===== src/rtl/dbus_fabric.sv =====
// Data-bus interconnect: decodes the CPU data port onto NSLV slaves with
// per-slave wait states, a ready timeout and sticky error capture.
module dbus_fabric #(
  parameter int                NSLV     = 4,
  parameter int                AW       = 24,
  parameter int                DW       = 32,
  parameter int                SEL_LSB  = 21,
  parameter int                SEL_BITS = 3,
  parameter logic [NSLV*4-1:0] WAIT_CYC = {NSLV{4'd0}},
  parameter int                TIMEOUT  = 16,
  parameter logic [DW-1:0]     ERR_DATA = DW'(32'hDEAD_BEEF),
  localparam int               BW       = DW / 8
) (
  input  logic                 i_clk,
  input  logic                 i_rst,
  input  logic [AW-1:0]        i_cpu_addr,
  input  logic                 i_cpu_rd,
  input  logic [BW-1:0]        i_cpu_wr,
  input  logic [DW-1:0]        i_cpu_dout,
  output logic [DW-1:0]        o_cpu_din,
  output logic                 o_cpu_stall,
  output logic                 o_cpu_ack,
  output logic                 o_cpu_err,
  output logic [AW-1:0]        o_s_addr,
  output logic [DW-1:0]        o_s_dout,
  output logic [NSLV-1:0]      o_s_rd,
  output logic [NSLV*BW-1:0]   o_s_wr,
  input  logic [NSLV*DW-1:0]   i_s_din,
  input  logic [NSLV-1:0]      i_s_ready,
  output logic                 o_err_sticky,
  output logic [AW-1:0]        o_err_addr,
  input  logic                 i_err_clr
);

  typedef enum logic [1:0] {S_IDLE, S_WAIT, S_RESP, S_ACK} state_t;

  state_t              state_q;
  logic [7:0]          cnt_q;
  logic [SEL_BITS-1:0] idx_q;
  logic                wr_q;
  logic [BW-1:0]       be_q;
  logic                err_q;

  logic                req;
  logic [SEL_BITS-1:0] sel;
  logic                dec_err;
  logic [3:0]          wait_sel;
  logic                rdy_sel;
  logic [DW-1:0]       din_sel;
  logic                err_set;
  logic [AW-1:0]       err_addr_d;

  assign req     = i_cpu_rd | (|i_cpu_wr);
  assign sel     = i_cpu_addr[SEL_LSB +: SEL_BITS];
  assign dec_err = int'(sel) >= NSLV;

  always_comb begin
    wait_sel = '0;
    rdy_sel  = 1'b0;
    din_sel  = '0;
    o_s_rd   = '0;
    o_s_wr   = '0;
    for (int i = 0; i < NSLV; i++) begin
      if (sel == SEL_BITS'(i)) wait_sel = WAIT_CYC[i*4 +: 4];
      if (idx_q == SEL_BITS'(i)) begin
        rdy_sel = i_s_ready[i];
        din_sel = i_s_din[i*DW +: DW];
        // Only the latched slave is strobed, and only while the transfer is open.
        if (state_q == S_WAIT || state_q == S_RESP) begin
          o_s_rd[i]           = ~wr_q;
          o_s_wr[i*BW +: BW]  = be_q;
        end
      end
    end
  end

  assign err_set    = (state_q == S_IDLE && req && dec_err) ||
                      (state_q == S_RESP && !rdy_sel && cnt_q == 8'd1);
  assign err_addr_d = (state_q == S_IDLE) ? i_cpu_addr : o_s_addr;

  assign o_cpu_stall = (state_q == S_IDLE && req) || state_q == S_WAIT || state_q == S_RESP;
  assign o_cpu_ack   = (state_q == S_ACK);
  assign o_cpu_err   = (state_q == S_ACK) && err_q;

  always_ff @(posedge i_clk or posedge i_rst) begin
    if (i_rst) begin
      state_q      <= S_IDLE;
      cnt_q        <= '0;
      idx_q        <= '0;
      wr_q         <= 1'b0;
      be_q         <= '0;
      err_q        <= 1'b0;
      o_cpu_din    <= '0;
      o_s_addr     <= '0;
      o_s_dout     <= '0;
      o_err_sticky <= 1'b0;
      o_err_addr   <= '0;
    end else begin
      // A new error outranks a simultaneous clear.
      if (err_set) begin
        o_err_sticky <= 1'b1;
        if (!o_err_sticky || i_err_clr) o_err_addr <= err_addr_d;
      end else if (i_err_clr) begin
        o_err_sticky <= 1'b0;
      end

      case (state_q)
        S_IDLE: begin
          if (req) begin
            o_s_addr <= i_cpu_addr;
            o_s_dout <= i_cpu_dout;
            be_q     <= i_cpu_wr;
            wr_q     <= |i_cpu_wr;
            idx_q    <= sel;
            cnt_q    <= 8'(wait_sel);
            if (dec_err) begin
              err_q     <= 1'b1;
              o_cpu_din <= ERR_DATA;
              state_q   <= S_ACK;
            end else begin
              err_q   <= 1'b0;
              state_q <= S_WAIT;
            end
          end
        end
        S_WAIT: begin
          if (cnt_q == 8'd0) begin
            cnt_q   <= 8'(TIMEOUT);
            state_q <= S_RESP;
          end else begin
            cnt_q <= cnt_q - 8'd1;
          end
        end
        S_RESP: begin
          if (rdy_sel) begin
            if (!wr_q) o_cpu_din <= din_sel;
            err_q   <= 1'b0;
            state_q <= S_ACK;
          end else if (cnt_q == 8'd1) begin
            err_q     <= 1'b1;
            o_cpu_din <= ERR_DATA;
            state_q   <= S_ACK;
          end else begin
            cnt_q <= cnt_q - 8'd1;
          end
        end
        default: state_q <= S_IDLE;
      endcase
    end
  end

endmodule


===== config.mk =====
export PLATFORM = sky130hd
export DESIGN_NAME = dbus_fabric
export DESIGN_NICKNAME = d
export VERILOG_FILES = /design/src/rtl/dbus_fabric.sv
export SDC_FILE = /design/constraint.sdc
export NUM_CORES = 1
export LEC_CHECK = 0
export BUFFER_PORTS_ARGS = -buffer_cell sky130_fd_sc_hd__buf_2
export CAP_MARGIN = 10
export CORE_ASPECT_RATIO = 1.25
export CORE_MARGIN = 1.5
export CORE_UTILIZATION = 40
export DETAILED_ROUTE_END_ITERATION = 8
export GPL_ROUTABILITY_DRIVEN = 0
export GPL_TIMING_DRIVEN = 0
export PLACE_DENSITY = 0.71
export SETUP_SLACK_MARGIN = 0.4
export SLEW_MARGIN = 20
export SYNTH_ARGS = -nofsm -noshare
export SYNTH_HDL_FRONTEND = slang
export SYNTH_SLANG_ARGS = --single-unit

===== constraint.sdc =====
create_clock -name i_clk -period 6.3 [get_ports i_clk]
set_input_delay 0.63 -clock i_clk [delete_from_list [all_inputs] [get_ports i_clk]]
set_output_delay 0.63 -clock i_clk [all_outputs]
set_load 0.02 [all_outputs]

==> results.json <==
{
  "synthTopCellsByCount": "dfrtp_1 (129), mux2_2 (82), o21ai_0 (77), inv_1 (42), nand2_1 (38)",
  "power-per-cell-area_nw_per_um2": 583,
  "slew_violations": 0,
  "dieHeight_um": 147,
  "crit_path_end_kind": "output pin",
  "ir_drop_mv": 0.329,
  "dr_total_vias": 5827,
  "worst_slack_ps": 2670,
  "grt_first_pass_wirelength_um": 32400,
  "ys_async_sr_fraction_pct": 100,
  "path_clk_slew_ps": 60,
  "core-area_sq_um": 16300,
  "std_cell_rows": 52,
  "fmax_ghz": 0.275,
  "total_power_w": 0.00538,
  "ff2ff_path_depth": 8,
  "syn_nets": 766,
  "power.leakage_nw": 4.38,
  "grt_max_degree": 96,
  "crit_fanout": 10,
  "cts_resized": 0,
  "dieArea_sq_um": 17400,
  "synth_seq_cells": 129,
  "synth_warnings": 0,
  "post-route-min-period_ps": 3630,
  "first_pass_iters": 4,
  "hold_path.class": "primary input to async pin",
  "overflow": 0,
  "cts_root_buf": "clkbuf_16",
  "antenna_cells": 0,
  "post_drt_wl_per_cell_um": 18.7,
  "required_ps": 5670,
  "relSlewSlack_pct": 32.2,
  "syn_inst": 563,
  "clk_latency_ps": 410,
  "skew_ps": 5.44,
  "synth_area_sq_um": 6660,
  "routed_via_density": 5.10,
  "rsz0062_at_grt": "false",
  "wl_um": 21400,
  "fin_crit_sh_pct": 57.7,
  "place_hpwl_um": 16900,
  "ant_nets": 0,
  "tns_ps": 0,
  "antenna_found_initial": 3,
  "cts_setup_buffers": 0,
  "initial_core_util_pct": 40.9,
  "yosysMostFrequentCell": "dfrtp_1",
  "nNetsFinal": 1117,
  "startpoint_type": "flip-flop",
  "setup_viol": 0,
  "timing_worst_setup_path_type": "flip-flop to output pin",
  "pre_cts_ws_ps": 2420,
  "synth_flop_cell": "dfrtp_1",
  "cts_made_buffers": 17,
  "synth.top_cell.area_share_pct": 48.5,
  "rr_endpoint": "o_err_addr[4]$_DFFE_PP0P_",
  "cts_tree": "done",
  "drt-initial-drc-count": 233,
  "synth-seq-area-share_pct": 48.5,
  "outcome": "completed",
  "hold_viol": 0,
  "numPortBuffers": 331,
  "cp.arrival_ps": 3000,
  "synth_cell_types": 43,
  "avgSynthCellArea_sq_um": 11.8,
  "cts_hold_buf": 0,
  "grt_usage_pct": 24.5,
  "tightestPinTransition_ps": 1010,
  "nFillCells": 1465,
  "die_w_um": 118,
  "area_growth_pct": 38.8,
  "cts.sinks": 129,
  "synth_edf_count": 0,
  "grt_pass1_vias": 5930,
  "final_layout_size_suffix_gt1_share_pct": 52.3,
  "reg2reg_from": "state_q[0]$_DFFE_PP0P_",
  "cap_viol_max_count": 0,
  "r2r_slack_ps": 3150,
  "cts_buffer_depth": 2,
  "h-tree-depth": 4,
  "synth.area.top_cells": "dfrtp_1 (49%), mux2_2 (14%), mux4_2 (11%)",
  "synth_top_area_cell": "dfrtp_1",
  "drc": 0,
  "ios": 332
}
[worst max path at each step]
stage                                  start                        end  slack (ps)  cells past startpoint
floorplan                              i_rst        be_q[0]$_DFFE_PP0P_        2230                      1
global placement                       i_rst   o_s_dout[31]$_DFFE_PP0P_         610                      2
detailed placement               i_cpu_wr[0]  o_err_addr[0]$_DFFE_PP0P_        2420                      7
CTS                 o_s_addr[21]$_DFFE_PP0P_                  o_s_wr[1]        2560                      6
global route        o_s_addr[21]$_DFFE_PP0P_                  o_s_wr[0]        2390                      6
finish              o_s_addr[21]$_DFFE_PP0P_                  o_s_wr[0]        2670                      6
[report_power, final]
group,switching (W),internal [W],total [W]
Clock,0.000373,0.000657,0.00103
Sequential,0.000232,0.00123,0.00147
Combinational,0.00170,0.00119,0.00289
Total,0.00230,0.00308,0.00538
[final cells by class]
type                    count  area (sq um)  area share (%)
multi-input cells         354          3100            33.6
inverters                  42           165            1.79
repair buffers            332          1680            18.2
clock inverters            11           153            1.65
flip-flops and latches    129          3230            34.9
clock buffers              21           470            5.09
plain buffers              38           166            1.80
well taps                 216           270            2.92
[logic make-up after synthesis]
family          synth area share, %
compound gates                 9.12
xor+xnor                      0.132
fa+ha+maj                      1.32
buf+inv                        4.87
flops                          48.5
mux                            29.5
simple gates                   6.52
[registers in the layout, summed over array words and instances, names as in the netlist]
signal and cells:
wr_q 1, o_err_addr 24, o_s_dout 32, state_q 2
err_q 1, o_err_sticky 1, cnt_q 8, o_cpu_din 32
be_q 4, o_s_addr 24
[layer usage]
layer	routed length, um	vias to the layer above	GRT usage [%]
met4	478	6	8.80
met2	11200	253	43.2
met1	7980	2822	27.7
met3	1730	30	7.84
li1	-	2716	-
met5	44	-	0
[critical path, stage by stage, from the launching register on]
cell      delay (ps)
dfrtp_1          360
clkbuf_1         550
clkbuf_1         690
buf_2            450
or3_1            270
nor2_1            90
buf_2            170
[placed cells by master (no fill, tap or decap), types with 4 or more instances in the layout]
cell type / synthesis / routed
mux2i_1: 31 / 31
o21ai_0: 77 / 77
nand2b_1: 6 / 6
clkbuf_1: 31 / 32
buf_2: 1 / 332
o41ai_1: 4 / 4
mux2_2: 82 / 82
nor2_1: 31 / 31
clkbuf_16: 0 / 17
dfrtp_1: 129 / 129
ha_1: 7 / 7
a21oi_1: 6 / 6
inv_1: 42 / 41
mux4_2: 32 / 32
nand2_1: 38 / 38
[per-stage QoR]
stage                     hold WS, ps  utilization (%)  cell area, sq um  cells
after CTS                         169             56.8              9240   1143
after floorplan                   446                -              6660    563
after global routing              183             56.8              9240   1143
after detailed placement          472             53.0              8620   1111
final                             172             56.8              9240   1143
after global placement            466             52.8              8580   1110
No activity file was read; power rests on OpenSTA's default activity.
